[src/rtl/cpu_bus_pkg.sv]
// Shared types and constants for the core-side SRAM to sram-like bus adapters.
// Latency: none (declarations only); backpressure: n/a.
package cpu_bus_pkg;

  typedef enum logic [1:0] {
    IDLE = 2'd0,
    REQ  = 2'd1,
    WAIT = 2'd2,
    DONE = 2'd3
  } state_t;

  localparam logic [1:0] SZ_BYTE = 2'd0;
  localparam logic [1:0] SZ_HALF = 2'd1;
  localparam logic [1:0] SZ_WORD = 2'd2;

  // Read data returned to the core when the bus never answers.
  localparam logic [31:0] TIMEOUT_RDATA = 32'hDEADBEEF;

endpackage

[src/rtl/sram_wen_decode.sv]
// Byte-enable decode: wen -> write flag, transfer size and aligned low address bits.
// Latency: combinational; backpressure: n/a.
module sram_wen_decode
  import cpu_bus_pkg::*;
(
  input  logic [3:0] wen,
  output logic       wr,
  output logic [1:0] size,
  output logic [1:0] addr_lo
);

  assign wr = |wen;

  // Unsupported lane patterns fall back to a full-word access at offset 0.
  always_comb begin
    size    = SZ_WORD;
    addr_lo = 2'b00;
    case (wen)
      4'b0001: begin size = SZ_BYTE; addr_lo = 2'b00; end
      4'b0010: begin size = SZ_BYTE; addr_lo = 2'b01; end
      4'b0100: begin size = SZ_BYTE; addr_lo = 2'b10; end
      4'b1000: begin size = SZ_BYTE; addr_lo = 2'b11; end
      4'b0011: begin size = SZ_HALF; addr_lo = 2'b00; end
      4'b1100: begin size = SZ_HALF; addr_lo = 2'b10; end
      default: begin size = SZ_WORD; addr_lo = 2'b00; end
    endcase
  end

endmodule

[src/rtl/sram_like_adapter.sv]
// Core SRAM port to sram-like bus; stalls the core until data_ok (3+ stall cycles, one outstanding).
// Optional bus watchdog and bus_err output when SRAM_LIKE_TIMEOUT_EN is defined.
module sram_like_adapter
  import cpu_bus_pkg::*;
#(
  parameter int ADDR_W = 32
`ifdef SRAM_LIKE_TIMEOUT_EN
  , parameter int TIMEOUT_CYCLES = 255
`endif
) (
  input  logic              clk,
  input  logic              resetn,
  input  logic              cpu_en,
  input  logic [3:0]        cpu_wen,
  input  logic [ADDR_W-1:0] cpu_addr,
  input  logic [31:0]       cpu_wdata,
  output logic [31:0]       cpu_rdata,
  output logic              cpu_stall,
  output logic              bus_req,
  output logic              bus_wr,
  output logic [1:0]        bus_size,
  output logic [ADDR_W-1:0] bus_addr,
  output logic [31:0]       bus_wdata,
  input  logic              bus_addr_ok,
  input  logic              bus_data_ok,
  input  logic [31:0]       bus_rdata
`ifdef SRAM_LIKE_TIMEOUT_EN
  , output logic            bus_err
`endif
);

  state_t            state;
  logic [ADDR_W-1:0] lat_addr;
  logic [31:0]       lat_wdata;
  logic [3:0]        lat_wen;
  logic [1:0]        addr_lo;

  sram_wen_decode u_decode (
    .wen     (lat_wen),
    .wr      (bus_wr),
    .size    (bus_size),
    .addr_lo (addr_lo)
  );

  assign bus_addr  = {lat_addr[ADDR_W-1:2], addr_lo};
  assign bus_wdata = lat_wdata;
  // DONE is the single cycle in which the core may advance.
  assign cpu_stall = cpu_en & (state != DONE);

`ifdef SRAM_LIKE_TIMEOUT_EN
  localparam int CNT_W = (TIMEOUT_CYCLES < 256) ? 8 : $clog2(TIMEOUT_CYCLES + 1);
  logic [CNT_W-1:0] cnt;
  logic             expired;
  assign expired = (cnt == CNT_W'(TIMEOUT_CYCLES - 1));
`endif

  always_ff @(posedge clk or negedge resetn) begin
    if (!resetn) begin
      state     <= IDLE;
      bus_req   <= 1'b0;
      cpu_rdata <= 32'd0;
      lat_addr  <= '0;
      lat_wdata <= 32'd0;
      lat_wen   <= 4'd0;
`ifdef SRAM_LIKE_TIMEOUT_EN
      cnt       <= '0;
      bus_err   <= 1'b0;
`endif
    end else begin
`ifdef SRAM_LIKE_TIMEOUT_EN
      bus_err <= 1'b0;
      if (state == REQ || state == WAIT) cnt <= cnt + 1'b1;
`endif
      case (state)
        IDLE: begin
          if (cpu_en) begin
            lat_addr  <= cpu_addr;
            lat_wdata <= cpu_wdata;
            lat_wen   <= cpu_wen;
            bus_req   <= 1'b1;
            state     <= REQ;
`ifdef SRAM_LIKE_TIMEOUT_EN
            cnt       <= '0;
`endif
          end
        end
        REQ: begin
          if (bus_addr_ok) begin
            bus_req <= 1'b0;
            state   <= WAIT;
          end
`ifdef SRAM_LIKE_TIMEOUT_EN
          else if (expired) begin
            bus_req   <= 1'b0;
            cpu_rdata <= TIMEOUT_RDATA;
            bus_err   <= 1'b1;
            state     <= DONE;
          end
`endif
        end
        WAIT: begin
          if (bus_data_ok) begin
            if (!bus_wr) cpu_rdata <= bus_rdata;
            state <= DONE;
          end
`ifdef SRAM_LIKE_TIMEOUT_EN
          else if (expired) begin
            cpu_rdata <= TIMEOUT_RDATA;
            bus_err   <= 1'b1;
            state     <= DONE;
          end
`endif
        end
        default: state <= IDLE;
      endcase
    end
  end

endmodule

[config.mk]
export PLATFORM = sky130hd
export DESIGN_NAME = sram_like_adapter
export DESIGN_NICKNAME = d
export VERILOG_FILES = /design/src/rtl/cpu_bus_pkg.sv /design/src/rtl/sram_wen_decode.sv /design/src/rtl/sram_like_adapter.sv
export SDC_FILE = /design/constraint.sdc
export NUM_CORES = 1
export LEC_CHECK = 0
export ABC_AREA = 1
export BUFFER_PORTS_ARGS = -buffer_cell sky130_fd_sc_hd__buf_2
export CAP_MARGIN = 30
export CORE_MARGIN = 5
export CORE_UTILIZATION = 30
export CTS_BUF_LIST = sky130_fd_sc_hd__clkbuf_2
export DETAILED_ROUTE_END_ITERATION = 12
export GPL_ROUTABILITY_DRIVEN = 0
export PLACE_DENSITY_LB_ADDON = 0.3
export SYNTH_ARGS = -nofsm -noshare
export SYNTH_HDL_FRONTEND = slang
export SYNTH_SLANG_ARGS = --single-unit
[constraint.sdc]
create_clock -name clk -period 2 [get_ports clk]
set_input_delay 0.5 -clock clk [delete_from_list [all_inputs] [get_ports clk]]
set_output_delay 0.5 -clock clk [all_outputs]
set_load 0.03 [all_outputs]
# Word-level counts from Yosys, hierarchy flattened
# Cells that the tools add are included.
# W data, S select, Z words.
[op_classes] addsub=0 n_mul=0 n_div=0 magnitude_cmp=0 n_eq_ne=12 shift=0 n_mux=9 bitwise_logic=2 n_reduce_logical=10
[ops] op="$pmux W2 S3" count=2
[ops] op="$reduce_and A3 Y1" count=3
[ops] op="$eq A4 B2 Y1 const B" count=2
[ops] op="$eq A4 B4 Y1 const B" count=2
[ops] op="$ne A2 B2 Y1 const B" count=4
[ops] op="$reduce_or A4 Y1" count=2
[ops] op="$mux W2" count=3
[ops] op="$eq A4 B1 Y1 const B" count=1
[ops] op="$eq A4 B3 Y1 const B" count=1
[ops] op="$pmux W2 S2" count=1
[ops] op="$reduce_or A2 Y1" count=2
[ops] op="$eq A2 B1 Y1 const B" count=1
[ops] op="$eq A2 B2 Y1 const B" count=1
[ops] op="$logic_not A2 Y1" count=1
[ops] op="$mux W1" count=2
[ops] op="$pmux W1 S2" count=1
[ops] op="$reduce_and A2 Y1" count=1
[ops] op="$reduce_bool A2 Y1" count=1
[ops] op="$and A1 B1 Y1" count=1
[ops] op="$not A1 Y1" count=1
[word_totals] ff_bits=103 latch_bits=0 ramBits=0 romBits=0 in_bits=105 memories=0

# Logic depth before layout (Yosys ltp)
[logic_depth] word_depth=3 depth_mapped=8 ltp_nobuf=7

# Modules after synthesis
# From an unflattened synthesis, not the netlist that was laid out.
[unflattened] hier_cells=487 area_unflattened_um2=4214.0
[by_module_without_submodules] mod="sram_like_adapter" instances=1 cells_each=463 area_per_inst_um2=4116.4
[by_module_without_submodules] mod="sram_wen_decode" instances=1 cells_each=24 area_per_inst_um2=97.6

# Worst setup path after synthesis
# OpenSTA, ideal clock, no wires.
[synth_timing] kind="flip-flop to output port" start="reg lat_wen[3]" end="out bus_addr[1]" arrival_time_ns=1.157 required_ns=1.500 setup_slack_ns=0.343 path_stages_with_launch=3 n_path_buf=0 cell_sequence="dfrtp_1 nor2_4 nor3_1"
[synth_between] elab_chain_len=3
[synth_rtl] item="start: declaration" line_no="sram_like_adapter.sv:35" rtl="logic [3:0] lat_wen;"
[synth_rtl] item="start signal: assignment" line_no="sram_like_adapter.sv:79" rtl="lat_wen <= cpu_wen;"
[synth_rtl] item="$eq A4 B3 Y1 / $eq A4 B4 Y1 (equally long branches)" line_no="sram_wen_decode.sv:18" rtl="case (wen)"
[synth_rtl] item="$reduce_or A2 Y1 (no line)"
[synth_rtl] item="$pmux W2 S3 (*)" line_no="sram_wen_decode.sv:18"
[synth_rtl] item="end: declaration" line_no="sram_like_adapter.sv:22" rtl="output logic [ADDR_W-1:0] bus_addr,"
# Mark *: on every way between the ends. The rest lies on a longest branch, timed or not.

# Worst setup path after layout
[layout_timing] start="reg lat_wen[1]" end="out bus_size[1]"
[layout_between] elab_chain_len=3
[layout_rtl] item="$eq A4 B1 Y1 (tied with other cells)" line_no="sram_wen_decode.sv:18"
[layout_rtl] item="$reduce_or A4 Y1 (no line) / $reduce_or A2 Y1 (equally long branches)"
[layout_rtl] item="$pmux W2 S2 (*)" line_no="sram_wen_decode.sv:18"
[layout_rtl] item="end: declaration" line_no="sram_like_adapter.sv:21" rtl="output logic [1:0] bus_size,"
# Marks and branches as above.

==> impl_results.md <==
- Simple-Gate Fraction of Synth Area: 32.1%
- Max Fclk: 484 MHz
- Drt wl/cell: 12.7 um
- PortBufs: 203
- Initial antenna violation count: 0
- Syn nets: 574
- IO Pins: 206
- Most frequent cell after synthesis: nand2_1
- DRC Markers: 0
- WP data required: 1500 ps
- Seq cells post-synth: 101
- Setup crit start kind: flip-flop
- Htree depth: 3
- Sequential cell area: 2530 sq um
- CTS sink cnt: 101
- Clk pin slew, worst setup/hold paths: 260 ps
- TritonRoute pass-1 iters: 5
- Grt ovf: 0
- Post-DRT Antenna Nets: 0
- Post-synthesis mux area share: 0%
- Via density: 4.23
- Post-synth top cells: nand2_1, dfrtp_1, buf_2
- Synth warn: 0
- Final hold violations: 0
- Cell area after synthesis: 4080 sq um
- Status: finished, violations left
- CTS tree: yes
- Synth cell types: 21
- Number of flops mapped to enable cells by yosys: 0
- Worst-margin pin slew: 552 ps
- Worst Hold Class: primary input to flip-flop
- P&R area growth vs syn: 38.2%
- First DRT Iteration DRCs: 140
- Power, Total: 9750 uW
- Die ar.: 16000 sq um
- Cell count after synthesis: 464
- Setup TNS: -285 ps
- Layout cell share with drive strength beyond 1: 36.8%
- Root buffer cell: clkbuf_2
- Ys flop type: dfrtp_1
- Max transition margin: 63.2%
- WS Path Type: flip-flop to primary output
- Worst Path Arrival: 1570 ps
- Clock skew: 39.5 ps
- Hold Path Depth: 3
- Leakage: 0.00339 uW
- All-layer global routing usage: 13.7%
- Global-route wire length before repair: 17900 um
- Post-synth ARST share: 100%
- DPL Wire Length: 7970 um
- Pins Over Slew Limit: 0
- Sequential area share after synthesis: 62.0%
- Worst skew pair latency: 580 ps
- Largest family of logic cells by synthesized area: simple AND/OR/NAND/NOR gates
- Final worst slack: -68.0 ps
- Core Box Area: 13300 sq um
- Area taken by multi-input logic gates: 1400 sq um
- Area leader, netlist: dfrtp_1
- Tcrit/Tclk final: 103%
- Max FO, Critical Path: 4
- Worst vdd ir: 697 uV
- Avg Cell Area, Syn: 8.79 sq um
- RSZ-0062 raised after global routing: true
- Clock buffer depth: 2
- Die Ht: 127 um
- CP Capture Type: primary output
- Setup violators final: 5
- Initial Utilization: 30.7%
- Ant diodes: 0
- CTS buffer count: 9
- Die Width: 127 um
- Adder-cell share of the synthesized area: 1.53%
- Post-DP Area: 5260 sq um
- Synth Area in Compound Gates: 0.245%
- Violated checks: negative setup slack
- Xor/xnor share of the synthesized area: 0.215%
- Design Area, Final: 5640 sq um
- PwrDens: 1730 nW/um^2
- Largest net degree at the start of global routing: 102
- Vias in the first global route: 3728
- Fillcell total: 1345
- Total number of vias: 3680
- Std cell rows: 42
- Total Wirelength: 11100 um
- Minimum clock period: 2070 ps
- Max-Cap Viols: 0
- Reg2Reg Depth: 7
- Post-synth top area share: 62.0%
- Final #Nets: 798
- Main area contributors after synthesis: dfrtp_1, nand2_1, buf_2
==> layout by cell type (no fill, tap or decap), drive strengths merged <==
cell,count
dfrtp,101
clkbuf,11
nand3,4
xnor2,1
dlygate4sd3,16
nand2,312
a21oi,1
clkinv,3
inv,9
bufinv,1
o21ai,1
nor3,1
buf,217
ha,5
nor2,8
clkinvlp,1
nand3b,1
==> repair_timing <==
item | in CTS | in global routing
resized for setup | 16 | 3
cloned | 0 | 0
pin swaps | 3 | 2
hold endpoints to repair | 116 | 0
setup buffers | 8 | 1
hold buffers | 16 | 0
setup endpoints to repair | 6 | 6
==> power breakdown <==
group | internal, uW | leakage (uW) | total (uW) | switching, uW
Clock | 290 | 0.0000694 | 947 | 657
Sequential | 3000 | 0.00126 | 3550 | 555
Combinational | 1620 | 0.00206 | 5250 | 3630
Total | 4910 | 0.00339 | 9750 | 4840
==> cell families (layout without fill, tap and decap cells) <==
logic type                 Yosys count  after routing
adders and majority gates            5              5
and+or+nand+nor                    326            326
DFF                                101            101
buffers and inverters               29            258
AOI/OAI and AO/OA                    2              2
xor gates and xnor gates             1              1
==> routing by layer <==
layer  share of wire, %  vias to the layer above  GRT usage [%]
li1                   -                     1841              -
met1                 40                     1699           16.2
met2                 49                      128           23.4
met3                9.1                       12           4.33
met4                1.7                        0           5.30
met5                  0                        -              0
==> flip-flops by register name, indices dropped and copies added (netlist names) <==
signal     flops
bus_wdata     32
cpu_rdata     32
lat_addr      30
lat_wen        4
state          2
bus_req        1
==> stage by stage <==
stage / hold WS [ps] / setup WS, ps / utilization [%] / std cells
final: 88.9 / -68.0 / 42.4 / 869
after global placement: 458 / 372 / 39.5 / 828
after floorplan: 204 / 343 / - / 464
after CTS: 0.234 / -185 / 42.3 / 868
after detailed placement: 460 / 253 / 39.5 / 828
after global routing: 7.78 / -240 / 42.4 / 869
==> final timing paths <==
path	from	end	slack [ps]
max	lat_wen[1]$_DFFE_PN0P_	bus_size[1]	-70
max reg2reg	state[0]$_DFFE_PN0P_	cpu_rdata[9]$_DFFE_PN0P_	130
min	cpu_wdata[10]	bus_wdata[10]$_DFFE_PN0P_	90
min reg2reg	cpu_rdata[5]$_DFFE_PN0P_	cpu_rdata[5]$_DFFE_PN0P_	510
min in group asynchronous	resetn	bus_wdata[18]$_DFFE_PN0P_	450
max in group asynchronous	resetn	cpu_rdata[6]$_DFFE_PN0P_	1050
==> final cells by class <==
class                      instances  area share [%]
sequential                       101            44.9
clock buffer                      11           0.976
timing repair buffer             233            23.9
tap                              176            3.91
multi-input combinational        334            24.8
inverter                           9           0.599
clock inverter                     5           0.910
==> critical path, stage by stage (launching register included) <==
cell and delay (ps):
dfrtp_2 500, nor2_4 190, xnor2_1 140, buf_4 180
No activity file was read; power rests on OpenSTA's default activity.
